**src/rtl/mips_pkg.sv**
```systemverilog
// Shared MIPS pipeline definitions: MEM-stage access FSM states, word alignment
// mask and EX/MEM MEM-field bit positions.
package mips_pkg;

    typedef enum logic [1:0] {
        IDLE = 2'd0,
        WAIT = 2'd1,
        DONE = 2'd2
    } dmem_state_t;

    localparam logic [31:0] WORD_ALIGN_MASK = 32'hFFFF_FFFC;

    // EX/MEM register MEM control field layout
    localparam int unsigned EXMEM_M_MEMWRITE = 0;
    localparam int unsigned EXMEM_M_MEMREAD  = 1;

    function automatic logic is_misaligned(input logic [31:0] addr);
        return (addr & ~WORD_ALIGN_MASK) != '0;
    endfunction

endpackage

```
**src/rtl/dmem_access_ctrl_if.sv**
```systemverilog
// Data-memory request/acknowledge bus between the MEM-stage controller
// (master) and the variable-latency data memory (slave).
interface dmem_access_ctrl_if;

    logic        dmem_req;
    logic        dmem_we;
    logic [31:0] dmem_addr;
    logic [31:0] dmem_wdata;
    logic [31:0] dmem_rdata;
    logic        dmem_ack;

    modport master (
        output dmem_req,
        output dmem_we,
        output dmem_addr,
        output dmem_wdata,
        input  dmem_rdata,
        input  dmem_ack
    );

    modport slave (
        input  dmem_req,
        input  dmem_we,
        input  dmem_addr,
        input  dmem_wdata,
        output dmem_rdata,
        output dmem_ack
    );

endinterface

```
**src/rtl/dmem_timeout_cnt.sv**
```systemverilog
// WAIT-state cycle counter: clear on request issue, count while waiting,
// flag the last permitted WAIT cycle.
module dmem_timeout_cnt #(
    parameter int unsigned TIMEOUT = 16,
    parameter int unsigned CNT_W   = 5
) (
    input  logic clock,
    input  logic reset_n,
    input  logic clr,
    input  logic inc,
    output logic tc
);

    logic [CNT_W-1:0] cnt;

    always_ff @(posedge clock or negedge reset_n) begin
        if (!reset_n) begin
            cnt <= '0;
        end else if (clr) begin
            cnt <= '0;
        end else if (inc) begin
            cnt <= cnt + 1'b1;
        end
    end

    assign tc = (cnt == CNT_W'(TIMEOUT - 1));

endmodule

```
**src/rtl/dmem_access_ctrl.sv**
```systemverilog
// MEM-stage data-memory access sequencer: issues req/ack transactions, stalls
// the pipeline until completion and flags misaligned, illegal and timed-out accesses.
module dmem_access_ctrl
    import mips_pkg::*;
#(
    parameter int unsigned TIMEOUT = 16,
    parameter int unsigned CNT_W   = 5
) (
    input  logic                clock,
    input  logic                reset_n,
    input  logic                mem_read,
    input  logic                mem_write,
    input  logic [31:0]         alu_addr,
    input  logic [31:0]         write_data,
    dmem_access_ctrl_if.master  dmem,
    output logic [31:0]         read_data_m,
    output logic                stall,
    output logic                align_err,
    output logic                illegal_err,
    output logic                timeout_err
);

    dmem_state_t state_q, state_d;

    logic        req_q,   req_d;
    logic        we_q,    we_d;
    logic [31:0] addr_q,  addr_d;
    logic [31:0] wdata_q, wdata_d;
    logic [31:0] rdata_q, rdata_d;
    logic        aerr_q,  aerr_d;
    logic        ierr_q,  ierr_d;
    logic        terr_q,  terr_d;
    logic        stall_c;
    logic        cnt_clr;
    logic        cnt_inc;
    logic        cnt_tc;
    logic        access;

    assign access = mem_read | mem_write;

    dmem_timeout_cnt #(
        .TIMEOUT (TIMEOUT),
        .CNT_W   (CNT_W)
    ) u_timeout_cnt (
        .clock   (clock),
        .reset_n (reset_n),
        .clr     (cnt_clr),
        .inc     (cnt_inc),
        .tc      (cnt_tc)
    );

    always_ff @(posedge clock or negedge reset_n) begin
        if (!reset_n) begin
            state_q <= IDLE;
            req_q   <= 1'b0;
            we_q    <= 1'b0;
            addr_q  <= '0;
            wdata_q <= '0;
            rdata_q <= '0;
            aerr_q  <= 1'b0;
            ierr_q  <= 1'b0;
            terr_q  <= 1'b0;
        end else begin
            state_q <= state_d;
            req_q   <= req_d;
            we_q    <= we_d;
            addr_q  <= addr_d;
            wdata_q <= wdata_d;
            rdata_q <= rdata_d;
            aerr_q  <= aerr_d;
            ierr_q  <= ierr_d;
            terr_q  <= terr_d;
        end
    end

    always_comb begin
        state_d = state_q;
        req_d   = req_q;
        we_d    = we_q;
        addr_d  = addr_q;
        wdata_d = wdata_q;
        rdata_d = rdata_q;
        aerr_d  = 1'b0;
        ierr_d  = 1'b0;
        terr_d  = 1'b0;
        stall_c = 1'b0;
        cnt_clr = 1'b0;
        cnt_inc = 1'b0;

        unique case (state_q)
            IDLE: begin
                if (access) begin
                    if (mem_read && mem_write) begin
                        ierr_d = 1'b1;
                    end else if (is_misaligned(alu_addr)) begin
                        aerr_d = 1'b1;
                    end else begin
                        stall_c = 1'b1;
                        req_d   = 1'b1;
                        we_d    = mem_write;
                        addr_d  = alu_addr & WORD_ALIGN_MASK;
                        wdata_d = write_data;
                        cnt_clr = 1'b1;
                        state_d = WAIT;
                    end
                end
            end
            WAIT: begin
                stall_c = 1'b1;
                // ack takes priority over a coincident timeout
                if (dmem.dmem_ack) begin
                    if (!we_q) begin
                        rdata_d = dmem.dmem_rdata;
                    end
                    req_d   = 1'b0;
                    state_d = DONE;
                end else if (cnt_tc) begin
                    req_d   = 1'b0;
                    rdata_d = '0;
                    terr_d  = 1'b1;
                    state_d = DONE;
                end else begin
                    cnt_inc = 1'b1;
                end
            end
            DONE: begin
                state_d = IDLE;
            end
            default: begin
                state_d = IDLE;
                req_d   = 1'b0;
            end
        endcase
    end

    // stall must read low while reset is held, even with an access pending
    assign stall       = reset_n & stall_c;

    assign dmem.dmem_req   = req_q;
    assign dmem.dmem_we    = we_q;
    assign dmem.dmem_addr  = addr_q;
    assign dmem.dmem_wdata = wdata_q;

    assign read_data_m = rdata_q;
    assign align_err   = aerr_q;
    assign illegal_err = ierr_q;
    assign timeout_err = terr_q;

endmodule

```
**src/flat_wrapper.sv**
```systemverilog
// flat-port wrapper written by rule: the top's interface ports become plain ports
module dmem_access_ctrl_flat import mips_pkg::*;
#(
    parameter int unsigned TIMEOUT = 16,
    parameter int unsigned CNT_W   = 5
)
  (clock, reset_n, mem_read, mem_write, alu_addr, write_data, read_data_m, stall, align_err, illegal_err, timeout_err, dmem_dmem_req, dmem_dmem_we, dmem_dmem_addr, dmem_dmem_wdata, dmem_dmem_rdata, dmem_dmem_ack);
  dmem_access_ctrl_if dmem_i ();
  input  logic clock;
  input  logic reset_n;
  input  logic mem_read;
  input  logic mem_write;
  input  logic [31:0] alu_addr;
  input  logic [31:0] write_data;
  output logic [31:0] read_data_m;
  output logic stall;
  output logic align_err;
  output logic illegal_err;
  output logic timeout_err;
  output wire logic [$bits(dmem_i.dmem_req)-1:0] dmem_dmem_req;
  output wire logic [$bits(dmem_i.dmem_we)-1:0] dmem_dmem_we;
  output wire logic [$bits(dmem_i.dmem_addr)-1:0] dmem_dmem_addr;
  output wire logic [$bits(dmem_i.dmem_wdata)-1:0] dmem_dmem_wdata;
  input wire logic [$bits(dmem_i.dmem_rdata)-1:0] dmem_dmem_rdata;
  input wire logic [$bits(dmem_i.dmem_ack)-1:0] dmem_dmem_ack;
  assign dmem_dmem_req = dmem_i.dmem_req;
  assign dmem_dmem_we = dmem_i.dmem_we;
  assign dmem_dmem_addr = dmem_i.dmem_addr;
  assign dmem_dmem_wdata = dmem_i.dmem_wdata;
  assign dmem_i.dmem_rdata = dmem_dmem_rdata;
  assign dmem_i.dmem_ack = dmem_dmem_ack;
  dmem_access_ctrl #(.TIMEOUT(TIMEOUT), .CNT_W(CNT_W)) u_core (.clock(clock), .reset_n(reset_n), .mem_read(mem_read), .mem_write(mem_write), .alu_addr(alu_addr), .write_data(write_data), .dmem(dmem_i), .read_data_m(read_data_m), .stall(stall), .align_err(align_err), .illegal_err(illegal_err), .timeout_err(timeout_err));
endmodule
```
**config.mk**
```make
export PLATFORM = sky130hd
export DESIGN_NAME = dmem_access_ctrl_flat
export DESIGN_NICKNAME = d
export VERILOG_FILES = /design/src/rtl/mips_pkg.sv /design/src/rtl/dmem_access_ctrl_if.sv /design/src/rtl/dmem_timeout_cnt.sv /design/src/rtl/dmem_access_ctrl.sv /design/src/flat_wrapper.sv
export SDC_FILE = /design/constraint.sdc
export NUM_CORES = 1
export LEC_CHECK = 0
export BUFFER_PORTS_ARGS = -buffer_cell sky130_fd_sc_hd__buf_2
export CORE_UTILIZATION = 50
export CTS_CLUSTER_DIAMETER = 100
export CTS_CLUSTER_SIZE = 40
export DETAILED_ROUTE_END_ITERATION = 10
export GPL_TIMING_DRIVEN = 0
export PLACE_DENSITY = 0.83
export SYNTH_ARGS = -nofsm -noshare
export SYNTH_HDL_FRONTEND = slang
export SYNTH_SLANG_ARGS = --single-unit
```
**constraint.sdc**
```tcl
create_clock -name clock -period 3.81 [get_ports clock]
set_clock_uncertainty 0.15 [all_clocks]
set_input_delay 0.381 -clock clock [delete_from_list [all_inputs] [get_ports clock]]
set_output_delay 0.381 -clock clock [all_outputs]
set_load 0.02 [all_outputs]
```
==> results of run 1 <==
[cells by family after synthesis]
family,count (synthesis)
AO/OA/AOI/OAI,10
XOR/XNOR,1
adder cells (fa/ha/maj),2
buffers and inverters,52
flip-flops,106
multiplexers,95
other,1
AND/OR/NAND/NOR,57
[stage by stage]
| stage | cell area, um2 | hold WS (ns) | std cells |
|---|---|---|---|
| floorplan | 4300 | -0.0646 | 325 |
| global placement | 5430 | 0.313 | 629 |
| detailed placement | 5460 | 0.320 | 630 |
| CTS | 5640 | 0.0563 | 647 |
| global route | 5640 | 0.0590 | 647 |
| finish | 5640 | 0.0740 | 647 |
[sequential cells by signal (all words and copies together) (netlist names)]
register                  flops
u_core.dmem.dmem_wdata       32
u_core.read_data_m           32
u_core.dmem.dmem_addr        30
u_core.u_timeout_cnt.cnt      5
u_core.state_q                2
u_core.align_err              1
u_core.dmem.dmem_req          1
u_core.dmem.dmem_we           1
u_core.illegal_err            1
u_core.timeout_err            1
[layout make-up]
class                   count  area, um2  share of cell area
well taps                 105        131              0.0233
inverters                  34        128              0.0226
repair buffers            201       1040               0.184
plain buffers              18        115              0.0204
multi-input cells         167       1410               0.249
clock buffers              10        128              0.0226
clock inverters             6       42.5             0.00754
flip-flops and latches    106       2650               0.470
[where the power goes]
part / total [mW] / switching, mW / internal, mW
registers: 1.75 / 0.214 / 1.54
logic: 1.51 / 0.928 / 0.586
clock network: 0.619 / 0.380 / 0.239
[critical path, stage by stage]
cell and delay [ns]:
dlygate4sd3_1 0.52, buf_4 0.62, buf_16 0.31, and3b_1 0.19
buf_2 0.18
[Yosys cell counts]
library cell | count | area share
clkbuf_1 | 4 | 0.0035
o21ai_1 | 1 | 0.0012
a211o_1 | 1 | 0.0020
buf_4 | 2 | 0.0035
nand2b_1 | 2 | 0.0029
a21oi_1 | 1 | 0.0012
dfrtp_1 | 106 | 0.62
o22ai_1 | 1 | 0.0015
o21bai_1 | 1 | 0.0017
buf_6 | 4 | 0.010
mux2_2 | 31 | 0.081
nand2_1 | 37 | 0.032
nor4_2 | 1 | 0.0029
and3b_1 | 1 | 0.0020
a2bb2oi_1 | 1 | 0.0020
nand3_1 | 1 | 0.0012
nand3b_1 | 1 | 0.0017
ha_1 | 2 | 0.0058
mux2i_1 | 32 | 0.075
or2_2 | 1 | 0.0015
and3_1 | 2 | 0.0029
conb_1 | 1 | 0.00087
nor4_1 | 2 | 0.0029
buf_2 | 8 | 0.0093
inv_1 | 34 | 0.030
mux2_1 | 32 | 0.084
a21oi_2 | 1 | 0.0020
nor3b_1 | 1 | 0.0017
nor4b_1 | 1 | 0.0020
o21ai_0 | 3 | 0.0035
or4b_1 | 1 | 0.0023
xnor2_1 | 1 | 0.0020
nor2_1 | 4 | 0.0035
or3_1 | 2 | 0.0029
[routing by layer]
metal | vias up | GRT usage | wire (um)
met3 | 14 | 0.0620 | 770
met4 | 0 | 0.0960 | 182
li1 | 1493 | - | -
met1 | 1457 | 0.245 | 3710
met5 | - | 0 | 0
met2 | 140 | 0.369 | 4630
[final timing paths]
check / end / from / cells past startpoint
max in group asynchronous: u_core.u_timeout_cnt.cnt[4] / reset_n / 3
min in group asynchronous: u_core.dmem.dmem_addr[19] / reset_n / 2
setup reg to reg: u_core.u_timeout_cnt.cnt[3] / u_core.u_timeout_cnt.cnt[0] / 7
hold / removal: u_core.dmem.dmem_addr[27] / alu_addr[27] / 2
hold reg to reg: u_core.dmem.dmem_wdata[4] / u_core.dmem.dmem_wdata[4] / 1
setup / recovery: stall / reset_n / 5
==> results.json, run 1 <==
{
  "path_class": "input port to output pin",
  "clk_latency_ns": 0.36,
  "die_h_um": 94.7,
  "hold_violations": 0,
  "max_cap_viol_count": 0,
  "synthDistinctLibCells": 34,
  "grt_use_total": 0.214,
  "gp_congestion": 0.787,
  "peakVddDrop_uv": 386,
  "row_count": 33,
  "portBuffers": 199,
  "vias_per_cell": 4.80,
  "numCtsBuffers": 9,
  "drc": 0,
  "cts_tree": "yes",
  "syn_inst": 324,
  "fin_nets": 640,
  "yosys_warnings": 0,
  "initial_core_util": 0.520,
  "cts_buffer_depth": 2,
  "most-common-layout-cells": "206 x buf_2, 106 x dfrtp_1, 37 x nand2_1",
  "synth_top_family_by_area": "multiplexers",
  "fin_crit_sh": 0.724,
  "syn_area_per_cell_um2": 13.3,
  "grt_max_degree": 62,
  "die-area_um2": 8970,
  "power_leakage_nw": 3.11,
  "dr.pass1.iters": 4,
  "setup-tns-final_ns": 0,
  "post-place-ws_ns": 1.42,
  "cts_hold_buf": 1,
  "ios": 203,
  "die_x_um": 94.7,
  "cellPowerDensity_nw_per_um2": 689,
  "cts_root_buf": "clkbuf_8",
  "ant_nets": 0,
  "synth-simple-area-share": 0.0629,
  "drt_iter0_markers": 49,
  "layout-drive-gt1-share": 0.485,
  "synthMuxAreaShare": 0.240,
  "n_antenna_cell": 0,
  "fill_cells": 624,
  "layout_commonest_cell": "buf_2",
  "grt_pass1_vias": 3135,
  "grt_overflow_total": 0,
  "vias": 3104,
  "arrival_ns": 2.23,
  "slew_violations": 0,
  "fin_ws_ns": 1.05,
  "cp_data_required_time_ns": 3.28,
  "fin_util": 0.683,
  "yosys.area_share.adder": 0.00582,
  "total_power_mw": 3.89,
  "ys_seq_area_frac": 0.617,
  "worst_slew_pin_slew_ns": 0.787,
  "syn_area_um2": 4300,
  "outcome": "finished, final reports clean",
  "grt_pass1_wl_um": 14500,
  "area_growth_pct": 31.2,
  "cts_resized": 0,
  "clk_pin_slew_ns": 0.10,
  "grt_setup_unrepaired": "no",
  "fin_crit_ns": 2.76,
  "routedWlPerCell_um": 14.4,
  "cts_num_sinks": 106,
  "htree_levels": 3,
  "finalSetupViolations": 0,
  "synth_seq_cells": 106,
  "synth_xor_area_frac": 0.00204,
  "hpwlAfterDp_um": 7150,
  "crit_fanout": 61,
  "regToRegSetupSlack_ns": 1.38,
  "antenna_found_initial": 0,
  "cts_setup_buffers": 0,
  "crit_path_end_kind": "output pin",
  "min_path_type": "input port to flip-flop",
  "crit_path_start_kind": "input port",
  "routed_wl_um": 9300,
  "max-slew-margin-rel": 0.476,
  "synth_compound_area_frac": 0.0151,
  "fp.coreArea_um2": 8260,
  "fmax_mhz": 363
}
(Power assumes the default switching activity.)
==> inputs of run 2 (changes only) <==
--- a/config.mk
+++ b/config.mk
@@ -6,12 +6,12 @@
 export NUM_CORES = 1
 export LEC_CHECK = 0
 export BUFFER_PORTS_ARGS = -buffer_cell sky130_fd_sc_hd__buf_2
-export CORE_UTILIZATION = 50
+export CORE_UTILIZATION = 42
 export CTS_CLUSTER_DIAMETER = 100
 export CTS_CLUSTER_SIZE = 40
 export DETAILED_ROUTE_END_ITERATION = 10
 export GPL_TIMING_DRIVEN = 0
-export PLACE_DENSITY = 0.83
+export PLACE_DENSITY = 0.74
 export SYNTH_ARGS = -nofsm -noshare
 export SYNTH_HDL_FRONTEND = slang
 export SYNTH_SLANG_ARGS = --single-unit
==> constraint.sdc (replaced) <==
create_clock -name clock -period 2.25 [get_ports clock]
set_clock_uncertainty 0.15 [all_clocks]
set_input_delay 0.225 -clock clock [delete_from_list [all_inputs] [get_ports clock]]
set_output_delay 0.225 -clock clock [all_outputs]
set_load 0.02 [all_outputs]
==> results.json, run 2 (synthesized netlist as in run 1, its figures left out) <==
{
  "hpwlAfterDp_um": 6890,
  "finish.instance_area_um2": 6770,
  "fin_nets": 744,
  "layout_commonest_cell": "buf_2",
  "most-common-layout-cells": "202 x buf_2, 106 x dfrtp_1, 100 x dlygate4sd3_1",
  "fin_crit_ns": 2.22,
  "place_area_um2": 5510,
  "cts_root_buf": "clkbuf_8",
  "fin_crit_sh": 0.985,
  "ant_nets": 0,
  "power_leakage_nw": 3.57,
  "die_x_um": 103,
  "numCtsBuffers": 9,
  "worst_slew_pin_slew_ns": 0.798,
  "area_growth_pct": 57.5,
  "whs_ns": -0.221,
  "routed_wl_um": 11400,
  "routedWlPerCell_um": 14.6,
  "fp.coreArea_um2": 9860,
  "gp_congestion": 0.696,
  "cts_hold_buf": 100,
  "max_cap_viol_count": 0,
  "total_power_mw": 6.91,
  "grt_use_total": 0.215,
  "path_class": "flip-flop to flip-flop",
  "layout-drive-gt1-share": 0.423,
  "cts_buffer_depth": 2,
  "vias_per_cell": 4.55,
  "row_count": 36,
  "grt_max_degree": 62,
  "finalSetupViolations": 0,
  "max-slew-margin-rel": 0.468,
  "portBuffers": 199,
  "min_path_type": "input port to asynchronous set/reset pin",
  "htree_levels": 3,
  "grt_pass1_wl_um": 17200,
  "antenna_found_initial": 0,
  "cellPowerDensity_nw_per_um2": 1020,
  "peakVddDrop_uv": 614,
  "slew_violations": 0,
  "ios": 203,
  "die-area_um2": 10600,
  "crit_fanout": 6,
  "cp_data_required_time_ns": 2.40,
  "arrival_ns": 2.37,
  "drc": 0,
  "die_h_um": 103,
  "clk_latency_ns": 0.36,
  "cts_num_sinks": 106,
  "clk_pin_slew_ns": 0.11,
  "grt_overflow_total": 0,
  "crit_path_start_kind": "flip-flop",
  "dr.pass1.iters": 4,
  "grt_pass1_vias": 3740,
  "n_antenna_cell": 0,
  "crit_path_end_kind": "flip-flop",
  "initial_core_util": 0.436,
  "fmax_mhz": 451,
  "hold_violations": 60,
  "violations": "negative hold slack",
  "cts_tree": "yes",
  "drt_iter0_markers": 68,
  "vias": 3546,
  "outcome": "complete, but fails checks"
}
[run 2: cell types whose count changed in the layout (fill, tap and decap cells not counted), moves of 2 or more]
cell / previous run / this run
buf_4: 3 / 11
buf_2: 206 / 202
dlygate4sd3_1: 1 / 100
clkinvlp_4: 2 / 0
ha_1: 2 / 0
[run 2: layer usage]
metal / vias to the layer above / global-route usage / wire length (um)
met3: 26 / 0.0597 / 681
met5: - / 0 / 0
met2: 138 / 0.386 / 5850
met4: 0 / 0.0986 / 318
li1: 1701 / - / -
met1: 1681 / 0.235 / 4500
[run 2: final timing paths]
path | startpoint | end | slack (ns) | cells after the start
worst min-delay path | reset_n | u_core.dmem.dmem_addr[24] | -0.22 | 1
worst max-delay path | u_core.u_timeout_cnt.cnt[0] | u_core.u_timeout_cnt.cnt[3] | 0.03 | 7
max in group asynchronous | reset_n | u_core.read_data_m[0] | 1.46 | 2
min in group clock | alu_addr[0] | u_core.align_err | 0.03 | 3
worst min register to register | u_core.dmem.dmem_addr[26] | u_core.dmem.dmem_addr[26] | 0.34 | 1
worst max register to register | u_core.u_timeout_cnt.cnt[0] | u_core.u_timeout_cnt.cnt[3] | 0.03 | 7
[run 2: metrics by stage]
stage / util / worst slack (ns) / hold slack, ns / TNS [ns] / std cells
2_1_floorplan: - / 0.00546 / -0.221 / 0 / 325
3_3_place_gp: 0.555 / -0.647 / 0.292 / -33.74 / 657
3_5_place_dp: 0.558 / -0.0829 / 0.217 / -0.154 / 658
4_1_cts: 0.682 / 0.000482 / -0.200 / 0 / 778
5_1_grt: 0.686 / -0.00968 / -0.160 / -0.0180 / 779
6_report: 0.686 / 0.0329 / -0.221 / 0 / 779
[run 2: repair_timing]
action                     in CTS  in global routing
buffers inserted                4                  1
pin swaps                       1                  1
gates resized for setup         0                 10
gates cloned                    0                  0
hold endpoints to repair      156                 60
setup endpoints to repair       4                 32
[run 2: final cells by class]
cell class | count | area (um2)
Multi-Input combinational cell | 167 | 1440
Timing Repair Buffer | 305 | 2060
Clock buffer | 10 | 128
Fill cell | 701 | 3100
Sequential cell | 106 | 2650
Tap cell | 133 | 166
Buffer | 18 | 129
Clock inverter | 6 | 66.3
Inverter | 34 | 128
[run 2: worst max-delay path, cell delays in order, from the launching register on]
cell and delay [ns]:
dfrtp_1 0.40, ha_2 0.19, and3_4 0.18, ha_4 0.16
or4b_4 0.48, buf_6 0.14, or3_4 0.32, a21oi_2 0.13
[run 2: power by group]
part,leakage [nW],switching [mW],internal (mW)
registers,1.30,0.358,2.61
clock network,0.101,0.646,0.520
logic,2.18,1.63,1.14
==> inputs of run 3 (changes only) <==
--- a/config.mk
+++ b/config.mk
@@ -6,6 +6,7 @@
 export NUM_CORES = 1
 export LEC_CHECK = 0
 export BUFFER_PORTS_ARGS = -buffer_cell sky130_fd_sc_hd__buf_2
+export CORE_MARGIN = 3
 export CORE_UTILIZATION = 42
 export CTS_CLUSTER_DIAMETER = 100
 export CTS_CLUSTER_SIZE = 40
==> results.json, run 3 (synthesized netlist as in run 1, its figures left out) <==
{
  "fin_ws_ns": 0.0192,
  "fin_crit_ns": 2.23,
  "fin_crit_sh": 0.991,
  "cellPowerDensity_nw_per_um2": 1020,
  "row_count": 36,
  "regArea_um2": 2650,
  "grt_max_degree": 77,
  "grt_pass1_vias": 3843,
  "power_leakage_nw": 3.57,
  "crit_path_end_kind": "flip-flop",
  "cp_data_required_time_ns": 2.39,
  "max_cap_viol_count": 0,
  "die_h_um": 107,
  "drt_iter0_markers": 113,
  "hpwlAfterDp_um": 7450,
  "vias": 3585,
  "cts_num_sinks": 106,
  "vias_per_cell": 4.60,
  "whs_ns": 0.0345,
  "die_x_um": 107,
  "grt_use_total": 0.207,
  "crit_fanout": 6,
  "clk_latency_ns": 0.36,
  "fp.coreArea_um2": 9860,
  "grt_pass1_wl_um": 18400,
  "top_usage_layer": "met2",
  "post-place-ws_ns": -0.0908,
  "multi_input_area_um2": 1450,
  "htree_levels": 3,
  "slowest_delay_ns": 0.48,
  "cts_buffer_depth": 2,
  "area_growth_pct": 58.1,
  "clk_pin_slew_ns": 0.10,
  "cts_tree": "yes",
  "finalSetupViolations": 0,
  "ant_nets": 0,
  "layout_commonest_cell": "buf_2",
  "met3_usage": 0.0554,
  "grt_use_met1": 0.223,
  "crit_path_start_kind": "flip-flop",
  "grt_overflow_total": 0,
  "peakVddDrop_uv": 588,
  "routed_wl_um": 12000,
  "antenna_found_initial": 0,
  "portBuffers": 199,
  "arrival_ns": 2.37,
  "hold_violations": 0,
  "worst_slew_pin_slew_ns": 0.731,
  "crit_family": "simple AND/OR/NAND/NOR gates",
  "slew_violations": 0,
  "cts_root_buf": "clkbuf_8",
  "crit_slowest_cell": "or4b_4",
  "routedWlPerCell_um": 15.4,
  "drc": 0,
  "die-area_um2": 11500,
  "initial_core_util": 0.436,
  "ios": 203,
  "dr.pass1.iters": 4,
  "layout-drive-gt1-share": 0.423,
  "fin_nets": 745,
  "outcome": "finished, final reports clean",
  "path_buf_inv": 1,
  "gp_congestion": 0.712,
  "path_class": "flip-flop to flip-flop",
  "n_antenna_cell": 0,
  "worstPathCellList": "ha_2, and3_4, ha_4, or4b_4, buf_6, or3_4, a21oi_2",
  "fmax_mhz": 448,
  "grtUsageMet2": 0.382,
  "fill_cells": 663,
  "most-common-layout-cells": "202 x buf_2, 106 x dfrtp_1, 100 x dlygate4sd3_1",
  "max-slew-margin-rel": 0.506,
  "min_path_type": "input port to flip-flop",
  "numCtsBuffers": 9
}
==> run 3: cell count changes in the layout (fill, tap and decap cells not counted), sizes merged <==
cell,before,now
buf,219,220
clkbuf,14,15
inv,35,34
clkinv,4,2
clkinvlp,0,2
==> run 3: final timing paths <==
kind	from	endpoint	slack, ns	cells past startpoint
worst max-delay path	u_core.u_timeout_cnt.cnt[0]	u_core.u_timeout_cnt.cnt[3]	0.02	7
max in group asynchronous	reset_n	u_core.dmem.dmem_addr[15]	1.33	3
worst min register to register	u_core.dmem.dmem_wdata[3]	u_core.dmem.dmem_wdata[3]	0.34	1
worst max register to register	u_core.u_timeout_cnt.cnt[0]	u_core.u_timeout_cnt.cnt[3]	0.02	7
worst min-delay path	alu_addr[0]	u_core.state_q[0]	0.03	4
min in group asynchronous	reset_n	u_core.read_data_m[26]	0.26	3
==> run 3: per-stage QoR <==
step,power [mW],instances,TNS [ns],utilization,instance area [um2]
after floorplan,4.54,325,0,-,4310
after global placement,5.50,657,-31.28,0.555,5480
after detailed placement,5.62,658,-0.208,0.558,5510
after CTS,6.94,779,0,0.684,6740
after global routing,7.34,780,-0.0173,0.689,6790
final,6.92,780,0,0.689,6790
==> run 3: final cells by class <==
cell class,instances,area share
buffer,18,0.0190
clock buffer,11,0.0193
clock inverter,5,0.00810
inverter,34,0.0188
multi-input combinational,167,0.213
sequential,106,0.390
tap,133,0.0245
timing repair buffer,306,0.307
==> run 3: tightest hold or removal path: stages <==
cell	delay (ns)
buf_2	0.08
nor2_1	0.05
nand3b_1	0.11
nand2_1	0.05
==> run 3: routing by layer <==
metal	wire length [um]	vias up	share of wire
met2	6350	139	0.53
met5	0	-	0
met3	897	15	0.075
met4	198	0	0.017
li1	-	1699	-
met1	4550	1732	0.38
==> run 3: power by group <==
group	internal (mW)	switching, mW
sequential	2.61	0.365
clock	0.513	0.629
combinational	1.15	1.66
total	4.27	2.65
==> run 3: repair_timing <==
| action | in CTS | in global routing |
|---|---|---|
| gates resized for setup | 0 | 12 |
| endpoints found under the setup margin | 12 | 33 |
| hold buffers | 101 | 0 |
| pin swaps | 1 | 2 |
| endpoints found under the hold margin | 127 | 0 |
| cloned | 0 | 0 |
| setup buffers | 4 | 1 |
